### src/rtl/regfile_mp.sv
`default_nettype none
// ============================================================================
// Module   : regfile_mp
// Brief    : Multi-port register file with dual write lanes, write-to-read
//            forwarding, busy scoreboard and post-reset zero-clear sequencer.
// Revision : 1.0
// ============================================================================
module regfile_mp #(
    parameter int DATA_W = 32,
    parameter int ADDR_W = 5,
    parameter int NUM_RD = 2
) (
    input  logic                       clk,
    input  logic                       rst,
    output logic                       init_done,
    input  logic                       we0,
    input  logic [ADDR_W-1:0]          waddr0,
    input  logic [DATA_W-1:0]          wdata0,
    input  logic                       we1,
    input  logic [ADDR_W-1:0]          waddr1,
    input  logic [DATA_W-1:0]          wdata1,
    input  logic [NUM_RD-1:0]          re,
    input  logic [NUM_RD*ADDR_W-1:0]   raddr,
    output logic [NUM_RD*DATA_W-1:0]   rdata,
    output logic [NUM_RD-1:0]          rbusy,
    input  logic                       alloc_en,
    input  logic [ADDR_W-1:0]          alloc_addr,
    input  logic                       flush
);

    localparam int NREG = 2**ADDR_W;
    localparam logic [ADDR_W-1:0] c_last_idx = {ADDR_W{1'b1}};
    localparam logic [0:0]        c_st_clear = 1'b0;
    localparam logic [0:0]        c_st_done  = 1'b1;

    logic [0:0]        r_state, w_state_nxt;
    logic [ADDR_W-1:0] r_cnt, w_cnt_nxt;
    logic              r_init_done, w_init_nxt;
    logic [NREG-1:0]   r_busy, w_busy_nxt;
    logic [DATA_W-1:0] r_regs [NREG];
    logic              w_run;

    assign w_run     = (r_state == c_st_done);
    assign init_done = r_init_done;

    always_ff @(posedge clk) begin
        if (rst) begin
            r_state     <= c_st_clear;
            r_cnt       <= ADDR_W'(1);
            r_init_done <= 1'b0;
            r_busy      <= '0;
        end else begin
            r_state     <= w_state_nxt;
            r_cnt       <= w_cnt_nxt;
            r_init_done <= w_init_nxt;
            r_busy      <= w_busy_nxt;
        end
    end

    always_comb begin
        w_state_nxt = r_state;
        w_cnt_nxt   = r_cnt;
        w_init_nxt  = r_init_done;
        case (r_state)
            c_st_clear: begin
                w_cnt_nxt = r_cnt + 1'b1;
                if (r_cnt == c_last_idx) begin
                    w_state_nxt = c_st_done;
                    w_init_nxt  = 1'b1;
                end
            end
            default: begin
                w_init_nxt = 1'b1;
            end
        endcase
    end

    // Entry 0 is never stored; reads of address 0 are forced to zero instead.
    // Lane 1 is written last so it wins a same-address conflict.
    always_ff @(posedge clk) begin
        if (!rst) begin
            if (!w_run) begin
                r_regs[r_cnt] <= '0;
            end else begin
                if (we0 && (waddr0 != '0)) r_regs[waddr0] <= wdata0;
                if (we1 && (waddr1 != '0)) r_regs[waddr1] <= wdata1;
            end
        end
    end

    assign w_busy_nxt[0] = 1'b0;

    // Alloc outranks a same-cycle write: the new producer owns the register.
    for (genvar a = 1; a < NREG; a++) begin : g_busy
        localparam logic [ADDR_W-1:0] c_a = ADDR_W'(a);
        logic w_alloc_hit, w_wr_hit;
        assign w_alloc_hit   = alloc_en && (alloc_addr == c_a);
        assign w_wr_hit      = (we0 && (waddr0 == c_a)) || (we1 && (waddr1 == c_a));
        assign w_busy_nxt[a] = !w_run      ? r_busy[a] :
                               flush       ? 1'b0      :
                               w_alloc_hit ? 1'b1      :
                               w_wr_hit    ? 1'b0      : r_busy[a];
    end

    for (genvar i = 0; i < NUM_RD; i++) begin : g_rd
        logic [ADDR_W-1:0] w_ra;
        logic              w_gate, w_hit0, w_hit1;
        assign w_ra   = raddr[i*ADDR_W +: ADDR_W];
        assign w_gate = rst || !r_init_done || !re[i] || (w_ra == '0);
        assign w_hit1 = we1 && (waddr1 == w_ra);
        assign w_hit0 = we0 && (waddr0 == w_ra);
        assign rdata[i*DATA_W +: DATA_W] = w_gate ? '0     :
                                           w_hit1 ? wdata1 :
                                           w_hit0 ? wdata0 : r_regs[w_ra];
        assign rbusy[i] = !w_gate && r_busy[w_ra] && !w_hit0 && !w_hit1;
    end

endmodule
`default_nettype wire

### config.mk
export PLATFORM = sky130hd
export DESIGN_NAME = regfile_mp
export DESIGN_NICKNAME = d
export VERILOG_FILES = /design/src/rtl/regfile_mp.sv
export SDC_FILE = /design/constraint.sdc
export NUM_CORES = 2
export LEC_CHECK = 0
export CAP_MARGIN = 30
export CORE_MARGIN = 2
export CORE_UTILIZATION = 24
export DETAILED_ROUTE_END_ITERATION = 6
export PLACE_DENSITY = 0.39
export SKIP_LAST_GASP = 1
export SLEW_MARGIN = 15
export SYNTH_ARGS = -nofsm -noshare
export SYNTH_HDL_FRONTEND = slang
export SYNTH_SLANG_ARGS = --single-unit
### constraint.sdc
create_clock -name clk -period 5.29 [get_ports clk]
set_input_delay 1.058 -clock clk [delete_from_list [all_inputs] [get_ports clk]]
set_output_delay 1.058 -clock clk [all_outputs]
set_load 0.05 [all_outputs]
==> flow_summary.ini <==
[cells_and_area]
seq_area_um2 = 31500
syn_to_final_growth_pct = 18.8
drive_above_1_share = 0.227
finalNonFillerCells = 8678
fill_cells = 26000
multiInputGateArea_um2 = 28600
nNetsFinal = 5282

[timing]
fin_crit_sh = 1.01
setup_viol = 1
final_hold_viol_count = 0
min_period_ps = 5350
whs_ps = 522
max-slew-margin-rel = 0.275
finalClockSkew_ps = 30.5
max_freq_mhz = 187
rsz0062_at_grt = false
slew_viol_final = 0
layout_setup_ws_ps = -60.7
timing.setup.tns_ps = -60.7
tightestPinTransition_ps = 1080

[critical_path]
cpPeakStageDelay_ps = 900
critPathMaxFanout = 13
arrival_ps = 4290
crit_chain = clkdlybuf4s50_1 -> buf_4 -> or3_1 -> o311a_1 -> o21ai_4 -> buf_12 -> nor4_1 -> a221o_1 -> buf_12
crit_top_cell = buf_12
cp.required_ps = 4230
critPathLaunchType = input pin
r2r_setup_slack_ps = 1890
r2r_cells = 7
slowest_stage = nor4_1
path_class = in2out
r2r-start = r_state$_SDFF_PP0_
worstSetupEndpointType = primary output
cpLargestDelayFamily = buffers and inverters
crit_buf_inv = 4
reg2reg_to = r_regs[28][18]$_DFFE_PP_

[grt]
first_global_vias = 45300
met1_usage = 0.301
overflow = 0
grt-busiest-layer = met2
grt_pass1_wl_um = 387000
gr-usage-met2 = 0.329
grt_util_all_layers = 0.210
grt_use_met3 = 0.0325
grt_max_degree = 65
antenna_found_initial = 8

[synthesis]
synth_top_cell_by_area = edfxtp_1
ys_ff_latch = 1062
synth_edf_count = 1024
syn-num-nets = 5317
synth_seq_area_share = 0.503
synth-warning-count = 0
ys.flop_type = edfxtp_1
yosysUniqueCellTypes = 66
synth_common_cells = 1052 x nand2_1, 1024 x edfxtp_1, 951 x o21ai_0, 518 x mux4_2, 381 x clkbuf_1
synth_top_area_frac = 0.491
yosysMostFrequentCell = nand2_1
syn_area_um2 = 62600
async_reset_ff_frac = 0
syn_inst = 5218
yosys-top-cells-area = edfxtp_1 49%, mux4_2 19%, o21ai_0 7.6%
syn_avg_cell_area_um2 = 12.0

[floorplan]
io_pins = 164
die_area_um2 = 265000
die_w_um = 515
core_area_um2 = 259000
initial_core_util = 0.241
std_cell_rows = 187
die_y_um = 515

[place]
dp.cells = 8451
io_buffer_count = 163
dp_hpwl_um = 168000
place_congestion = 0.791

[routing]
first_pass_iters = 7
routed_via_density = 5.42
drc = 8
routedWlPerCell_um = 32.6
drt-initial-drc-count = 6038
routed_wl_um = 283000
vias = 47000
ant_nets = 0

[power]
p_leak_nw = 22.3
peakVddDrop_v = 0.000334
power_density_nw_per_um2 = 263

[clock_tree]
numCtsBuffers = 130
htree_levels = 4
cts_root_buf = clkbuf_16
clk_path_buf_depth = 3
cts.reportedPaths.clkPinSlew_ps = 50
cts_tree = done
cts.sinks = 1062
clk_latency_ps = 790
ctsHoldBuffers = 0

[job]
maxCapViolCount = 0

[worst_hold_path]
min_from = r_busy[6]$_SDFFE_PP0P_
hold_path_depth = 2
hold_class = reg2reg
hold_end = r_busy[6]$_SDFFE_PP0P_

[status]
violations = DRC, setup timing
outcome = finished, violations left
## cell usage in the layout, fill, tap and decap left out, types with 91 or more instances in the layout
cell / count
a22o_1: 122
buf_12: 145
buf_4: 252
clkbuf_16: 133
clkdlybuf4s50_1: 91
edfxtp_1: 1024
mux2i_1: 272
mux4_2: 518
nand2_1: 1052
o21ai_0: 951
## cell type report
| cell class | count | share of cell area |
|---|---|---|
| repair buffers | 501 | 0.0804 |
| well taps | 3402 | 0.0573 |
| clock buffers | 163 | 0.0463 |
| multi-input cells | 3454 | 0.384 |
| inverters | 34 | 0.00172 |
| clock inverters | 60 | 0.00586 |
| flip-flops and latches | 1062 | 0.424 |
| diodes | 2 | 0.0000673 |
## power breakdown
group | internal (mW) | leakage [nW] | switching [mW]
Combinational | 0.676 | 11.8 | 1.08
Clock | 4.76 | 1.90 | 3.86
Sequential | 9.18 | 8.56 | 0.0359
Total | 14.6 | 22.3 | 4.97
## routing by layer
layer / up-vias / wire, um
met1: 24600 / 126000
met2: 2075 / 129000
met4: 0 / 7120
met5: - / 0
li1: 19900 / -
met3: 335 / 20600
## worst max-delay path by stage
stage	start	slack (ps)	depth (start not counted)	to
2_1_floorplan	waddr0[2]	830	8	r_regs[13][0]$_DFFE_PP_
3_3_place_gp	waddr1[4]	-150	8	rdata[29]
3_5_place_dp	waddr0[2]	80	9	rdata[29]
4_1_cts	waddr0[2]	60	9	rdata[29]
5_1_grt	waddr0[2]	5	9	rdata[29]
6_report	raddr[8]	-60	9	rdata[43]
## worst register-to-register path, stage by stage (launching register included)
cell     delay [ps]
dfxtp_1         320
nor2b_1         440
buf_4           250
o311a_2         440
mux2i_1         310
nand2_1         310
o22ai_4         220
buf_4           630
## kinds of logic (layout without fill, tap and decap cells)
| family | Yosys count | in the layout | share of synthesized area |
|---|---|---|---|
| buffers and inverters | 702 | 758 | 0.0512 |
| other | 0 | 2 | 0 |
| AND/OR/NAND/NOR | 1288 | 1288 | 0.0863 |
| adder cells (fa/ha/maj) | 2 | 2 | 0.000400 |
| XOR/XNOR | 22 | 22 | 0.00308 |
| multiplexers | 797 | 797 | 0.231 |
| AO/OA/AOI/OAI | 1345 | 1345 | 0.124 |
| flip-flops | 1062 | 1062 | 0.503 |
## state kept, by name (all words and copies together), names as in the netlist
register / cells
r_regs: 1024
init_done: 1
r_cnt: 5
r_state: 1
r_busy: 31
## what timing repair did
item | in CTS | in global routing
setup endpoints to repair | 0 | 6
setup buffers | 0 | 0
resized for setup | 0 | 3
## stage by stage
stage	area (um^2)	setup WS [ps]	total power, mW	util
finish	74300	-60.7	19.6	0.286
global route	74300	4.86	20.1	0.286
CTS	74300	60.9	19.8	0.286
detailed placement	70400	82.4	11.1	0.271
global placement	70200	-151	11.1	0.271
floorplan	62600	834	10.4	-
Note: power is estimated with default switching activity, not from simulation.
